### config.mk
export PLATFORM = sky130hd
export DESIGN_NAME = bsg_launch_sync_toggle_rx
export DESIGN_NICKNAME = d
export VERILOG_FILES = /design/src/rtl/bsg_launch_sync_toggle_rx.sv
export SDC_FILE = /design/constraint.sdc
export NUM_CORES = 1
export LEC_CHECK = 0
export CORE_UTILIZATION = 35
export DETAILED_ROUTE_END_ITERATION = 8
export HOLD_SLACK_MARGIN = 0.1
export PLACE_DENSITY_LB_ADDON = 0.3
export SETUP_SLACK_MARGIN = 0.4
export SLEW_MARGIN = 40
export SYNTH_ARGS = -nofsm -noshare
export SYNTH_HDL_FRONTEND = slang
export SYNTH_SLANG_ARGS = --single-unit
### constraint.sdc
create_clock -name clk_i -period 1.3 [get_ports clk_i]
set_clock_uncertainty 0.15 [all_clocks]
set_input_delay 0.26 -clock clk_i [delete_from_list [all_inputs] [get_ports clk_i]]
set_output_delay 0.26 -clock clk_i [all_outputs]
set_load 0.005 [all_outputs]
### src/rtl/bsg_launch_sync_toggle_rx.sv
// bsg_launch_sync_toggle_rx
//   Receive side of a toggle-handshake clock-domain crossing. The remote
//   sender launches data_i together with a level change on req_toggle_i.
//   This block synchronizes the toggle into clk_i and captures data_i. It
//   presents the data as a valid/yumi stream, and on consume it flips
//   ack_toggle_o straight from a flop back to the sender.
//
// Ports
//   clk_i, reset_i   destination clock; async active-high reset
//   req_toggle_i     async request toggle, one level change per transaction
//   data_i           async bundled data, stable from req toggle until ack
//   ack_toggle_o     acknowledge toggle, driven directly from a flop
//   v_o / data_o     captured data valid / registered captured data
//   yumi_i           consumer takes data_o this cycle (only while v_o)
//   err_o            sticky: sender toggled again before being acked
module bsg_launch_sync_toggle_rx #(
    parameter int width_p       = 8,
    parameter int sync_stages_p = 2
) (
    input  logic               clk_i,
    input  logic               reset_i,
    input  logic               req_toggle_i,
    input  logic [width_p-1:0] data_i,
    output logic               ack_toggle_o,
    output logic               v_o,
    output logic [width_p-1:0] data_o,
    input  logic               yumi_i,
    output logic               err_o
);

    localparam logic [0:0] IDLE = 1'b0;
    localparam logic [0:0] FULL = 1'b1;

    logic [sync_stages_p-1:0] sync_q;
    logic                     sync_r;
    logic [0:0]               state_q, state_d;
    logic                     last_req_q, last_req_d;
    logic [width_p-1:0]       data_q, data_d;
    logic                     ack_q, ack_d;
    logic                     err_q, err_d;
    logic                     new_req;

    // Plain flop chain. Stage 0 is the only reader of req_toggle_i.
    always_ff @(posedge clk_i or posedge reset_i) begin
        if (reset_i) sync_q <= '0;
        else         sync_q <= {sync_q[sync_stages_p-2:0], req_toggle_i};
    end

    assign sync_r  = sync_q[sync_stages_p-1];
    assign new_req = sync_r ^ last_req_q;

    always_comb begin
        state_d    = state_q;
        last_req_d = last_req_q;
        data_d     = data_q;
        ack_d      = ack_q;
        err_d      = err_q;
        if (state_q == IDLE) begin
            // data_i is known stable here: the synchronized toggle proves the
            // sender launched it several cycles ago and cannot move until acked.
            if (new_req) begin
                data_d     = data_i;
                last_req_d = sync_r;
                state_d    = FULL;
            end
        end else begin
            // A second toggle while full is a sender bug. Flag it, but leave
            // last_req alone so the toggle is still picked up once we drain.
            if (new_req) err_d = 1'b1;
            if (yumi_i) begin
                ack_d   = ~ack_q;
                state_d = IDLE;
            end
        end
    end

    always_ff @(posedge clk_i or posedge reset_i) begin
        if (reset_i) begin
            state_q    <= IDLE;
            last_req_q <= 1'b0;
            data_q     <= '0;
            ack_q      <= 1'b0;
            err_q      <= 1'b0;
        end else begin
            state_q    <= state_d;
            last_req_q <= last_req_d;
            data_q     <= data_d;
            ack_q      <= ack_d;
            err_q      <= err_d;
        end
    end

    assign ack_toggle_o = ack_q;
    assign v_o          = (state_q == FULL);
    assign data_o       = data_q;
    assign err_o        = err_q;

endmodule
==> metrics.txt <==
max-slew violation count=0; htree depth=1; met1 global-route usage=~18%; Fmax=roughly 680 MHz; Chip Width=about 41 um; max-capacitance violation count=0; initial antenna violation count=0; grt met3 use=under 10%; synth unique cells=11; Leak=approximately 0.44 nW; clock sink total=14; gr usage total=between 15 and 20%; Synth Area per Inst=between 15 and 20 um2; Worst Path Required=around 1.3 ns; via count of the routed design=392; Switching Fraction=a little over a quarter; failing checks=negative setup slack; met2 usage=between 20% and 30%; Final min period=1.48 ns; Hold/Removal Path Class=in2async; Setup crit start kind=flop; power density cells=between 2000 and 2500 nW/um2; Initial Utilization=around 40%; Arrival @ worst endpoint=~1.5 ns; CP startpoint=last_req_q$_DFFE_PP0P_; Placer Congestion=between 0.6 and 0.7; Vias/cell=approximately 4.6; relative slew slack=88.0%; CP bufs+invs=1; Mapped Nets=43; CTS tree=built; endpoints failing setup=10; Max Root-Sink Buffers=2; clock root cell=clkbuf_4; delay of the slowest critical-path stage=0.39 ns; number of global-route vias before repair=roughly 380; unrepaired setup endpoints after global routing=true; HPWL after DPL=~680 um; Total Power=between 2 and 2.5 mW; crit path kind=reg2reg; CP Capture Type=flop; gr ovfl total=0; Remaining DRCs=0; VDD IR-drop max=around 1.2 mV; P&R area growth vs syn=66.5%; share of layout cells above drive strength 1=60.6%; busiest layer in global routing=met2; DRT iter0 DRCs=0; final worst path period share=114%; fin cells=86; Detailed Routing Iterations Pass 1=1; num rows=13; Fin Setup TNS=-1.44 ns; diode count=0; Internal=roughly 1.6 mW; Core Area=1370 um2; dpl ws=-0.155 ns; largest net degree at the start of global routing=15; register share of total power=between 30% and 40%; clk slew on worst S/H paths=~0.080 ns; RR Startpoint=last_req_q$_DFFE_PP0P_; number of synthesized register bits=14; Final #Nets=84; final worst-path setup slack=-0.181 ns; wire length per cell=about 13 um; Inst Count DP=72; later-pin clock latency in the skew report=between 0.2 and 0.3 ns; CTS buffer count=3; final hold violations=0; # IOs=23; Worst Path Max Fanout=5; Die H=around 41 um; CP max-delay cell=dfrtp_1; status=complete, but fails checks; post-route ant nets=0; YS warnings=0; P_sw=around 0.58 mW; wire length of the first global-routing pass=1590 um; area of the mapped netlist=around 540 um2; Total Wirelength=~1100 um; Syn Inst Count=31; Clk pwr share=around 14%; Port Buffers=22; top cell family by delay on the critical path=flip-flops; die area=~1700 um2; logic gate share of total power=between 50% and 60%; Slew @ Worst Pin=0.179 ns; CP cell instances=xor2_1 > and2b_2 > buf_6 > mux2_4; Seq/Total Area, Yosys=about 65%
-- through the flow --
stage | utilization (%) | area (um2) | hold slack (ns)
finish | 66.0 | 902 | 0.122
floorplan | - | 542 | -0.000781
detailed placement | 59.1 | 807 | 0.187
CTS | 62.6 | 856 | 0.119
global placement | 59.1 | 807 | 0.183
global route | 66.0 | 902 | 0.149
-- flip-flops by register name, indices dropped and copies added (netlist names) --
name,flops
v_o,1
data_o,8
ack_toggle_o,1
err_o,1
sync_q,2
last_req_q,1
-- worst reg2reg max path, stage by stage (launching register included) --
cell and delay, ns:
dfrtp_1 0.39, xor2_1 0.20, and2b_2 0.20, buf_6 0.13, mux2_4 0.30
-- power by group through the flow --
stage | logic [mW] | clock network, mW | registers, mW
floorplan | 0.454 | 0 | 0.745
global placement | 0.926 | 0 | 0.731
detailed placement | 0.935 | 0 | 0.726
CTS | 0.994 | 0.326 | 0.712
global route | 1.20 | 0.345 | 0.735
finish | 1.12 | 0.310 | 0.712
-- worst paths after layout --
path / endpoint / slack [ns] / depth (start not counted)
worst max-delay path: data_o[6]$_DFFE_PP0P_ / -0.18 / 4
worst min-delay path: err_o$_DFFE_PP0P_ / 0.12 / 3
worst max register to register: data_o[6]$_DFFE_PP0P_ / -0.18 / 4
worst min register to register: sync_q[1]$_DFF_PP0_ / 0.20 / 0
max in group asynchronous: v_o$_DFF_PP0_ / 0.72 / 3
min in group clk_i: sync_q[1]$_DFF_PP0_ / 0.20 / 0
-- area by class of cell --
cell class | count | area [um2]
clock buffers | 4 | 36.3
repair buffers | 37 | 300
multi-input cells | 15 | 193
well taps | 15 | 18.8
flip-flops and latches | 14 | 350
fillers | 118 | 464
inverters | 1 | 3.75
-- what timing repair did --
item | in CTS | in global routing
setup buffers | 6 | 4
endpoints found under the setup margin | 23 | 23
hold buffers | 0 | 0
gates cloned | 0 | 0
pin swaps | 3 | 2
gates resized for setup | 49 | 4
-- layout by cell type, fill, tap and decap left out, types with 3 or more instances in the layout --
cell             count
buf_4                9
clkbuf_4             3
dfrtp_1             14
buf_6                6
buf_2               11
clkdlybuf4s50_1     11
mux2_4               8
-- synthesized netlist by cell type, drive strengths merged --
cell / count / area (um2)
a21o: 1 / 8.76
mux2: 9 / 131
buf: 1 / 11.3
inv: 1 / 3.75
o21a: 1 / 7.51
xnor2: 1 / 8.76
dfrtp: 14 / 350
and2b: 1 / 7.51
xor2: 1 / 8.76
nand2: 1 / 3.75
-- layer usage --
metal	share of wire, %	up-vias
met1	41	184
li1	-	182
met2	48	23
met3	8.9	3
met5	0	-
met4	1.7	0
-- kinds of logic after synthesis --
kind of cell	share of synthesized area [%]
xor gates and xnor gates	3.23
DFF	64.7
and+or+nand+nor	2.08
muxes	24.3
AOI/OAI and AO/OA	3.00
buffers and inverters	2.77
(Power assumes the default switching activity.)
